**src/rtl/fwft_byte_deframer.sv**
```systemverilog
// fwft_byte_deframer
// Pulls bytes from the 8-bit read side of an asymmetric FWFT FIFO, hunts for
// SOF_BYTE, reads a one-byte length and forwards that many payload bytes on a
// valid/ready stream with out_last marking the final byte.
// Define DEFRAMER_CHECKSUM_EN to expect a trailing XOR checksum byte per frame
// (XOR of len and all payload bytes); without it the frame ends at the last
// payload byte.
module fwft_byte_deframer #(
  parameter logic [7:0] SOF_BYTE  = 8'hA5,
  parameter int         CNT_WIDTH = 16
) (
  input  logic                 clk,
  input  logic                 rst_n,
  output logic                 fifo_rd_en,
  input  logic [7:0]           fifo_rd_data,
  input  logic                 fifo_empty,
  output logic                 out_valid,
  output logic [7:0]           out_data,
  output logic                 out_last,
  input  logic                 out_ready,
  output logic                 frame_err,
  output logic [CNT_WIDTH-1:0] frame_count,
  output logic [CNT_WIDTH-1:0] drop_count
);

  localparam logic [1:0] ST_HUNT    = 2'd0;
  localparam logic [1:0] ST_LEN     = 2'd1;
  localparam logic [1:0] ST_PAYLOAD = 2'd2;
`ifdef DEFRAMER_CHECKSUM_EN
  localparam logic [1:0] ST_CHK     = 2'd3;
`endif

  localparam logic [CNT_WIDTH-1:0] CNT_MAX = {CNT_WIDTH{1'b1}};

  // Saturating increment shared by both statistics counters.
  function automatic logic [CNT_WIDTH-1:0] sat_inc(input logic [CNT_WIDTH-1:0] v);
    logic [CNT_WIDTH-1:0] r;
    if (v == CNT_MAX) begin
      r = v;
    end else begin
      r = v + CNT_WIDTH'(1);
    end
    return r;
  endfunction

`ifdef DEFRAMER_CHECKSUM_EN
  // Running XOR checksum step.
  function automatic logic [7:0] xor_acc(input logic [7:0] acc, input logic [7:0] b);
    return acc ^ b;
  endfunction
`endif

  logic [1:0] state_r;
  logic [7:0] remaining_r;
  logic       pop_s;
  logic       last_byte_s;
`ifdef DEFRAMER_CHECKSUM_EN
  logic [7:0] acc_r;
`endif

  assign last_byte_s = (remaining_r == 8'd1);
  assign fifo_rd_en  = pop_s;

  // Pop decision: depends only on state, output handshake and FIFO flag; never pops when empty or in reset.
  always_comb begin
    pop_s = 1'b0;
    if (!rst_n || fifo_empty) begin
      pop_s = 1'b0;
    end else begin
      case (state_r)
        ST_HUNT:    pop_s = 1'b1;
        ST_LEN:     pop_s = 1'b1;
        ST_PAYLOAD: pop_s = !out_valid || out_ready;
`ifdef DEFRAMER_CHECKSUM_EN
        ST_CHK:     pop_s = 1'b1;
`endif
        default:    pop_s = 1'b0;
      endcase
    end
  end

  // Frame FSM, length tracking, error pulse and saturating statistics.
  always_ff @(posedge clk) begin
    if (!rst_n) begin
      state_r     <= ST_HUNT;
      remaining_r <= 8'd0;
      frame_err   <= 1'b0;
      frame_count <= '0;
      drop_count  <= '0;
`ifdef DEFRAMER_CHECKSUM_EN
      acc_r       <= 8'd0;
`endif
    end else begin
      frame_err <= 1'b0;
      if (pop_s) begin
        case (state_r)
          ST_HUNT: begin
            if (fifo_rd_data == SOF_BYTE) begin
              state_r <= ST_LEN;
`ifdef DEFRAMER_CHECKSUM_EN
              acc_r   <= 8'd0;
`endif
            end else begin
              drop_count <= sat_inc(drop_count);
            end
          end
          ST_LEN: begin
            remaining_r <= fifo_rd_data;
`ifdef DEFRAMER_CHECKSUM_EN
            acc_r       <= xor_acc(acc_r, fifo_rd_data);
`endif
            if (fifo_rd_data == 8'd0) begin
              frame_err <= 1'b1;
              state_r   <= ST_HUNT;
            end else begin
              state_r   <= ST_PAYLOAD;
            end
          end
          ST_PAYLOAD: begin
            remaining_r <= remaining_r - 8'd1;
`ifdef DEFRAMER_CHECKSUM_EN
            acc_r       <= xor_acc(acc_r, fifo_rd_data);
            if (last_byte_s) begin
              state_r <= ST_CHK;
            end
`else
            if (last_byte_s) begin
              frame_count <= sat_inc(frame_count);
              state_r     <= ST_HUNT;
            end
`endif
          end
`ifdef DEFRAMER_CHECKSUM_EN
          ST_CHK: begin
            if (fifo_rd_data == acc_r) begin
              frame_count <= sat_inc(frame_count);
            end else begin
              frame_err   <= 1'b1;
            end
            state_r <= ST_HUNT;
          end
`endif
          default: state_r <= ST_HUNT;
        endcase
      end
    end
  end

  // Output register: load on a payload pop, otherwise drop valid once accepted.
  always_ff @(posedge clk) begin
    if (!rst_n) begin
      out_valid <= 1'b0;
      out_data  <= 8'd0;
      out_last  <= 1'b0;
    end else if (pop_s && (state_r == ST_PAYLOAD)) begin
      out_valid <= 1'b1;
      out_data  <= fifo_rd_data;
      out_last  <= last_byte_s;
    end else if (out_ready) begin
      out_valid <= 1'b0;
      out_last  <= 1'b0;
    end
  end

endmodule
```
**config.mk**
```make
export PLATFORM = sky130hd
export DESIGN_NAME = fwft_byte_deframer
export DESIGN_NICKNAME = d
export VERILOG_FILES = /design/src/rtl/fwft_byte_deframer.sv
export SDC_FILE = /design/constraint.sdc
export NUM_CORES = 1
export LEC_CHECK = 0
export ABC_AREA = 0
export BUFFER_PORTS_ARGS = -buffer_cell sky130_fd_sc_hd__buf_2
export CAP_MARGIN = 5
export CELL_PAD_IN_SITES_DETAIL_PLACEMENT = 0
export CELL_PAD_IN_SITES_GLOBAL_PLACEMENT = 2
export CORE_UTILIZATION = 34
export DETAILED_ROUTE_END_ITERATION = 10
export PLACE_DENSITY = 0.94
export SLEW_MARGIN = 20
export SYNTH_ARGS = -nofsm -noshare
export SYNTH_HDL_FRONTEND = slang
export SYNTH_SLANG_ARGS = --single-unit
```
**constraint.sdc**
```tcl
create_clock -name clk -period 7 [get_ports clk]
set_clock_uncertainty 0.05 [all_clocks]
set_input_delay 0.35 -clock clk [delete_from_list [all_inputs] [get_ports clk]]
set_output_delay 0.35 -clock clk [all_outputs]
set_load 0.02 [all_outputs]
```
# After elaboration in Yosys (flattened, before gate mapping)
# Index checks and enable logic that the tools add are counted.
# totals
wordCells	48
output_inout_bits	44
ff_bits	53
latch_bits	0
mem_bits_ro	0
input_bits	12
mem_bits_rw	0
n_memories	0
# op_classes
bitwise	3
n_div	0
add_sub_neg	3
eq_ne	8
n_lt_le_gt_ge	0
n_reduce_logical	15
n_mul	0
muxes	11
shifts	0
# ops
operator	n
16-bit by 1-bit adder with 16-bit output (second input constant)	2
16-bit == test (second input constant)	2
8-bit case mux with 2 select lines	1
8-bit by 1-bit == test with 1-bit output (second input constant)	1
8-bit == test (second input constant)	1
8-bit logical NOT	1
4-bit AND reduction	2
8-bit by 1-bit subtractor with 8-bit output (second input constant)	1
2-bit two-way mux	3
2-bit case mux with 3 select lines	1
3-bit AND reduction	2
1-bit two-way mux	5
2-bit inequality test (second input constant)	2
2-bit nonzero test	2
1-bit inverter	3
2-bit by 1-bit == test with 1-bit output (second input constant)	1
2-bit == test (second input constant)	1
1-bit logical NOT	2
2-bit logical NOT	1
1-bit logical OR	2
1-bit case mux with 2 select lines	1
2-bit AND reduction	1
2-bit OR reduction	1
1-bit logical AND	1

# Depth between registers and ports, before layout
# Gate-level depths: netlist (run 1).
# logic_depth
word_depth	6
depth_mapped	8
mapped_depth_nobuf	7

# Least setup slack after synthesis (run 1)
# OpenSTA, ideal clock, no wires.
# synth_path
path_type	register to register
start	register state_r[0]
end	register frame_count[5]
setup_ps	70
slack_ps	4663
required_ps	6880
t_arrival_ps	2217
synth_period_minus_slack_ps	2337
path_stages_with_launch	8
n_path_buf	1
path_cell_list	dfxtp_1 -> ha_1 -> nor3b_1 -> o311ai_1 -> or3_1 -> buf_2 -> or4_1 -> a21oi_1
# synth_via
elab_chain_cells	5
word_cells_on_any_way	7
classes_between	eq/ne: 2; mux: 2; reduce/logical: 3
# synth_rtl
element	line_no	source
start, declared	53	logic [1:0] state_r;
start signal, assigned	85	state_r <= ST_HUNT;
start signal, assigned	99	state_r <= ST_LEN;
start signal, assigned	114	state_r <= ST_HUNT;
2-bit by 1-bit == test with 1-bit output or 2-bit logical NOT (tied branches)	70	case (state_r)
2-bit OR reduction (no source line)	--	
1-bit case mux with 2 select lines	70	
1-bit two-way mux	67	if (!rst_n || fifo_empty) begin
4-bit AND reduction (no source line) *	--	
end signal, assigned	128	frame_count <= sat_inc(frame_count);
end, declared	22	output logic [CNT_WIDTH-1:0] frame_count,
# Every way passes the cells marked *; elsewhere a longest branch is shown, timed or not.
# A chain may end at the register's enable or synchronous reset.

# Worst setup path after layout (run 1)
# layout_path
start	register state_r[0]
end	register remaining_r[5]
# layout_via
elab_chain_cells	5
word_cells_on_any_way	9
classes_between	eq/ne: 2; mux: 3; reduce/logical: 4
# layout_rtl
element	line_no	source
2-bit by 1-bit == test with 1-bit output or 2-bit logical NOT (tied branches)	70, 96	
2-bit OR reduction (no source line)	--	
1-bit case mux with 2 select lines	70	
1-bit two-way mux	67	
2-bit AND reduction (no source line)	--	
end signal, assigned	108	remaining_r <= fifo_rd_data;
end signal, assigned	120	remaining_r <= remaining_r - 8'd1;
end, declared	54	logic [7:0] remaining_r;
# Parallel ways exist; a longest one is shown, timed or not.

==> flow_metrics.env, run 1 <==
export IMPL_coreArea_um2=7730
export IMPL_vdd_drop_max_mv=0.0829
export IMPL_startpoint_type="flip-flop"
export IMPL_max_slew_margin_rel=0.366
export IMPL_post_cts_buffers=0
export IMPL_synthTopCellsByCount="dfxtp_1 (53), nand2_1 (51), nor2_1 (29)"
export IMPL_synthCells=330
export IMPL_grt_usage=0.164
export IMPL_cts_sinks=53
export IMPL_clk_pin_slew_ns=0.10
export IMPL_port_buffers=55
export IMPL_initial_core_util=0.352
export IMPL_diodes=0
export IMPL_root_buffer="clkbuf_8"
export IMPL_fin_crit_sh=0.394
export IMPL_hp_class="primary input to flip-flop"
export IMPL_clk_latency_ns=0.31
export IMPL_drive_gt1_frac=0.187
export IMPL_dieArea_um2=8360
export IMPL_ios=56
export IMPL_fin_nets=399
export IMPL_syn_area_per_cell_um2=8.24
export IMPL_postCtsHoldBufs=0
export IMPL_drv_slew=0
export IMPL_synth_area_leader_cell="dfxtp_1"
export IMPL_ant_nets=0
export IMPL_finalWirelength_mm=6.71
export IMPL_h_tree_depth=2
export IMPL_max_freq_ghz=0.363
export IMPL_die_w_um=91.4
export IMPL_slowest_stage="nor2_1"
export IMPL_cts_resized=0
export IMPL_endpoint_kind="flip-flop"
export IMPL_synth_nets=350
export IMPL_syn_to_final_growth_pct=16.9
export IMPL_drtIter0Drc=145
export IMPL_grt_pass1_wl_mm=11.1
export IMPL_dr_pass1_iters=4
export IMPL_status="finished clean"
export IMPL_ys_warn_count=0
export IMPL_clockBufferDepth=2
export IMPL_rows=32
export IMPL_criticalPathCategory="flip-flop to flip-flop"
export IMPL_synth_top_cells_by_area="dfxtp_1 (39%), nand2_1 (7.0%), a21oi_1 (4.0%), mux2i_1 (4.0%), nor2_1 (4.0%)"
export IMPL_routabilityCongestion=0.797
export IMPL_grt_max_degree=36
export IMPL_antenna_found_initial=0
export IMPL_crit_required_ns=7.15
export IMPL_numCtsBuffers=5
export IMPL_crit_arrival_ns=2.91
export IMPL_synth_distinct_cells=48
export IMPL_ys_ff_latch=53
export IMPL_routed_via_count=2539
export IMPL_cpPeakStageDelay_ns=0.79
export IMPL_hpwl_mm=4.79
export IMPL_tightest_slew_ns=0.947
export IMPL_min_period_ns=2.76
export IMPL_yosysSeqAreaShare=0.390
export IMPL_yosysTopAreaCellShare=0.390
export IMPL_synthArstFlopShare=0
export IMPL_path_cells="inv_1 -> ha_1 -> a211oi_1 -> nor2_1 -> o21ai_0 -> a32o_1"
export IMPL_synth_flop_cell="dfxtp_1"
export IMPL_critPathMaxFanout=21
export IMPL_drc=0
export IMPL_synth_most_common_cell="dfxtp_1"
export IMPL_instances_no_fill=482
export IMPL_netlist_area_um2=2720
export IMPL_cts_tree="done"
export IMPL_vias_per_cell=5.27
export IMPL_p_leak_nw=1.20
export IMPL_rsz0062_at_grt="no"
export IMPL_fin_tns_setup_ns=0
export IMPL_grt_pass1_vias=2256
export IMPL_finalHoldViolations=0
export IMPL_num_fill_cells=805
export IMPL_wl_per_cell_um=13.9
export IMPL_maxCapViolCount=0
export IMPL_dp_cells=474
export IMPL_overflow=0
export IMPL_setup_viol=0
export IMPL_powerDensity_nw_per_um2=161
export IMPL_synth_edf_count=0
export IMPL_die_height_um=91.4
-- state kept, by name (all words and copies together) (netlist names) --
register,flops
drop_count,16
out_data,8
state_r,2
out_last,1
out_valid,1
frame_err,1
frame_count,16
remaining_r,8
-- cell type report --
class / count / area [µm²] / share of cell area
well taps: 102 / 128 / 0.0401
clock buffers: 6 / 82.6 / 0.0260
multi-input cells: 250 / 1560 / 0.492
flip-flops and latches: 53 / 1060 / 0.334
inverters: 13 / 48.8 / 0.0153
clock inverters: 2 / 13.8 / 0.00433
repair buffers: 56 / 283 / 0.0889
-- worst paths after layout --
check                           depth (start not counted)  slack, ns              to            start
worst max-delay path                                    6       4.24  remaining_r[5]       state_r[0]
worst min-delay path                                    3       0.25     out_data[1]  fifo_rd_data[1]
worst max register to register                          6       4.24  remaining_r[5]       state_r[0]
worst min register to register                          2       0.41     out_data[2]      out_data[2]
-- per-layer routing --
layer / global-route usage / vias to the layer above / routed length, µm
met5: 0 / - / 0
met3: 0.0343 / 7 / 293
met1: 0.234 / 1182 / 3360
met2: 0.248 / 48 / 2990
li1: - / 1302 / -
met4: 0.0476 / 0 / 70
-- placed cells by master, fill, tap and decap left out, types with 2 or more instances in the layout --
cell type / count
nand2_1: 51
xor2_1: 4
clkbuf_8: 6
nand2b_1: 6
nand4b_1: 3
or4_1: 5
and4_1: 4
inv_1: 12
a21oi_1: 22
nor4b_1: 4
o41ai_1: 3
nand4_1: 14
xnor2_1: 7
mux2i_1: 11
a32o_1: 3
buf_2: 55
o311ai_0: 2
a211o_1: 2
nor3b_1: 2
or2_2: 2
nor3_1: 3
o211ai_1: 2
ha_1: 8
nor4_1: 8
nor2_1: 29
a211oi_1: 7
nand3_1: 11
and3_1: 4
o31ai_1: 4
o21ai_0: 13
dfxtp_1: 53
-- critical path, delay by kind of cell, from the launching register on --
kind,cells,cell delay [ns]
AO/OA/AOI/OAI,3,0.79
buffers and inverters,1,0.09
AND/OR/NAND/NOR,1,0.79
flip-flops,1,0.35
adder cells (fa/ha/maj),1,0.59
-- logic make-up after synthesis --
kind of cell / after synthesis / share of synthesized area
fa+ha+maj: 8 / 0.0368
flops: 53 / 0.390
mux: 11 / 0.0405
compound gates: 67 / 0.163
xor+xnor: 11 / 0.0354
simple gates: 153 / 0.296
buf+inv: 27 / 0.0382
-- where the power goes --
part / switching (mW) / total (mW) / internal, mW
registers: 0.00125 / 0.303 / 0.302
clock network: 0.104 / 0.185 / 0.0805
logic: 0.0156 / 0.0226 / 0.00701
total: 0.121 / 0.511 / 0.390
-- metrics by stage --
stage / setup WS (ns) / total power [mW] / hold WS (ns) / instance area [µm²] / util
6_report: 4.24 / 0.511 / 0.255 / 3180 / 0.411
5_1_grt: 3.94 / 0.534 / 0.261 / 3180 / 0.411
4_1_cts: 4.27 / 0.518 / 0.249 / 3180 / 0.411
3_5_place_dp: 4.16 / 0.333 / 0.395 / 3080 / 0.399
3_3_place_gp: 4.24 / 0.333 / 0.393 / 3080 / 0.399
2_1_floorplan: 4.66 / 0.324 / 0.413 / 2720 / -
No activity file was read; power rests on OpenSTA's default activity.
==> run 2, diff against run 1 <==
- CORE_UTILIZATION: 34 -> 32
- PLACE_DENSITY: 0.94 -> 0.9
- clock period: 7 -> 2.68 ns (I/O delays scaled with it)
==> run 2 against run 1 <==
  * Via count grew 3.6%
  * Combinational power rose to 2.8 times the previous value
  * Die area is 6.1% higher
  * Register-to-register slack lost 4.0 ns
  * Core utilization shrank 2.0 points
  * First-iteration DRC count down 30%
  * Sequential share of layout area fell by 0.42 points
  * Largest power group unchanged
  * Largest cell class unchanged
  * Hold slack got worse by 0.22 ns
  * Sequential power grew to 2.6 times the previous value
==> flow_metrics.env, run 2 (synthesis results as in run 1) <==
export IMPL_status="finished clean"
export IMPL_die_height_um=94.2
export IMPL_syn_to_final_growth_pct=18.4
export IMPL_coreArea_um2=8220
export IMPL_endpoint_kind="flip-flop"
export IMPL_dr_pass1_iters=4
export IMPL_hp_class="primary input to flip-flop"
export IMPL_max_freq_ghz=0.417
export IMPL_tightest_slew_ns=0.926
export IMPL_maxCapViolCount=0
export IMPL_drc=0
export IMPL_die_w_um=94.2
export IMPL_crit_arrival_ns=2.58
export IMPL_finalWirelength_mm=6.89
export IMPL_setup_viol=0
export IMPL_combPwrFrac=0.048
export IMPL_clk_latency_ns=0.30
export IMPL_path_cells="ha_1 -> or3b_1 -> a211o_1 -> a21oi_1 -> and4_1 -> mux2i_1"
export IMPL_wl_per_cell_um=14.0
export IMPL_postCtsHoldBufs=0
export IMPL_grt_max_degree=25
export IMPL_drtIter0Drc=101
export IMPL_grt_usage=0.159
export IMPL_overflow=0
export IMPL_rsz0062_at_grt="no"
export IMPL_p_int_mw=0.997
export IMPL_grt_pass1_wl_mm=11.1
export IMPL_instances_no_fill=492
export IMPL_grt_pass1_vias=2281
export IMPL_startpoint_type="flip-flop"
export IMPL_port_buffers=55
export IMPL_fin_nets=406
export IMPL_slowest_stage="a21oi_1"
export IMPL_critPathMaxFanout=8
export IMPL_finalHoldViolations=0
export IMPL_routed_via_count=2630
export IMPL_p_clk_frac=0.342
export IMPL_min_period_ns=2.40
export IMPL_vias_per_cell=5.35
export IMPL_vdd_drop_max_mv=0.218
export IMPL_powerDensity_nw_per_um2=404
export IMPL_ios=56
export IMPL_antenna_found_initial=0
export IMPL_dp_cells=484
export IMPL_ant_nets=0
export IMPL_drv_slew=0
export IMPL_initial_core_util=0.331
export IMPL_p_seq_frac=0.609
export IMPL_routabilityCongestion=0.783
export IMPL_root_buffer="clkbuf_8"
export IMPL_hpwl_mm=5.00
export IMPL_top_regs="drop_count (16), frame_count (16)"
export IMPL_cts_sinks=53
export IMPL_crit_start="state_r[0]"
export IMPL_reg2reg_from="state_r[0]"
export IMPL_mostFrequentLayoutCells="buf_2 (55), dfxtp_1 (53), nand2_1 (51)"
export IMPL_cpPeakStageDelay_ns=0.46
export IMPL_num_fill_cells=866
export IMPL_h_tree_depth=2
export IMPL_netSwitchingFraction=0.234
export IMPL_clk_pin_slew_ns=0.09
export IMPL_fin_crit_sh=0.894
export IMPL_diodes=0
export IMPL_post_cts_buffers=0
export IMPL_drive_gt1_frac=0.191
export IMPL_final_common_cell="buf_2"
export IMPL_dieArea_um2=8870
export IMPL_criticalPathCategory="flip-flop to flip-flop"
export IMPL_cts_resized=0
export IMPL_cts_tree="done"
export IMPL_p_leak_nw=1.22
export IMPL_rows=33
export IMPL_p_switching_mw=0.304
export IMPL_fin_tns_setup_ns=0
export IMPL_max_slew_margin_rel=0.381
export IMPL_min_from="fifo_rd_data[6]"
export IMPL_clockBufferDepth=2
export IMPL_crit_required_ns=2.86
export IMPL_numCtsBuffers=5
==> run 2: cell count changes in the layout (fill, tap and decap cells not counted) <==
| cell | previous run | this run |
|---|---|---|
| clkbuf_8 | 6 | 5 |
| clkinv_2 | 1 | 0 |
| buf_4 | 1 | 8 |
| clkinv_1 | 0 | 1 |
| clkinv_4 | 1 | 0 |
| clkbuf_1 | 0 | 3 |
| inv_2 | 1 | 0 |
==> run 2: power by group through the flow <==
stage          clock, mW  sequential (mW)  combinational (mW)
6_report           0.445            0.793              0.0628
5_1_grt            0.492            0.793              0.0697
4_1_cts            0.467            0.793              0.0634
3_5_place_dp           0            0.811              0.0632
3_3_place_gp           0            0.811              0.0628
2_1_floorplan          0            0.813              0.0327
==> run 2: metrics by stage <==
step | worst slack [ns] | hold WS [ns] | area [µm²] | total power [mW] | utilization
6_report | 0.284 | 0.0365 | 3220 | 1.30 | 0.392
5_1_grt | 0.161 | 0.0332 | 3220 | 1.36 | 0.392
4_1_cts | 0.302 | 0.0304 | 3220 | 1.32 | 0.392
3_5_place_dp | 0.345 | 0.365 | 3140 | 0.874 | 0.382
3_3_place_gp | 0.398 | 0.361 | 3140 | 0.874 | 0.382
2_1_floorplan | 0.343 | 0.220 | 2720 | 0.845 | -
==> run 2: layout make-up <==
cell class                      instances  area, µm²  share of cell area
Timing Repair Buffer                   63        335               0.104
Sequential cell                        53       1060               0.330
Tap cell                              105        131              0.0408
Clock buffer                            8       80.1              0.0249
Multi-Input combinational cell        250       1560               0.485
Inverter                               13       48.8              0.0152
==> run 2: final timing paths <==
kind	cells past startpoint	slack, ns	to
worst min-delay path	3	0.04	out_data[6]
worst min register to register	2	0.41	out_data[4]
worst max-delay path	6	0.28	drop_count[3]
worst max register to register	6	0.28	drop_count[3]
==> run 2: routing by layer <==
| metal | track usage | wire (µm) | vias up |
|---|---|---|---|
| met3 | 0.0307 | 324 | 5 |
| met1 | 0.216 | 3340 | 1244 |
| met5 | 0 | 0 | - |
| met2 | 0.252 | 3160 | 60 |
| met4 | 0.0474 | 65 | 0 |
| li1 | - | - | 1321 |
==> run 2: critical path, delay by kind of cell (launching register included) <==
kind,cells,cell delay [ns]
AO/OA/AOI/OAI,2,0.83
AND/OR/NAND/NOR,2,0.71
adder cells (fa/ha/maj),1,0.21
flip-flops,1,0.35
multiplexers,1,0.19
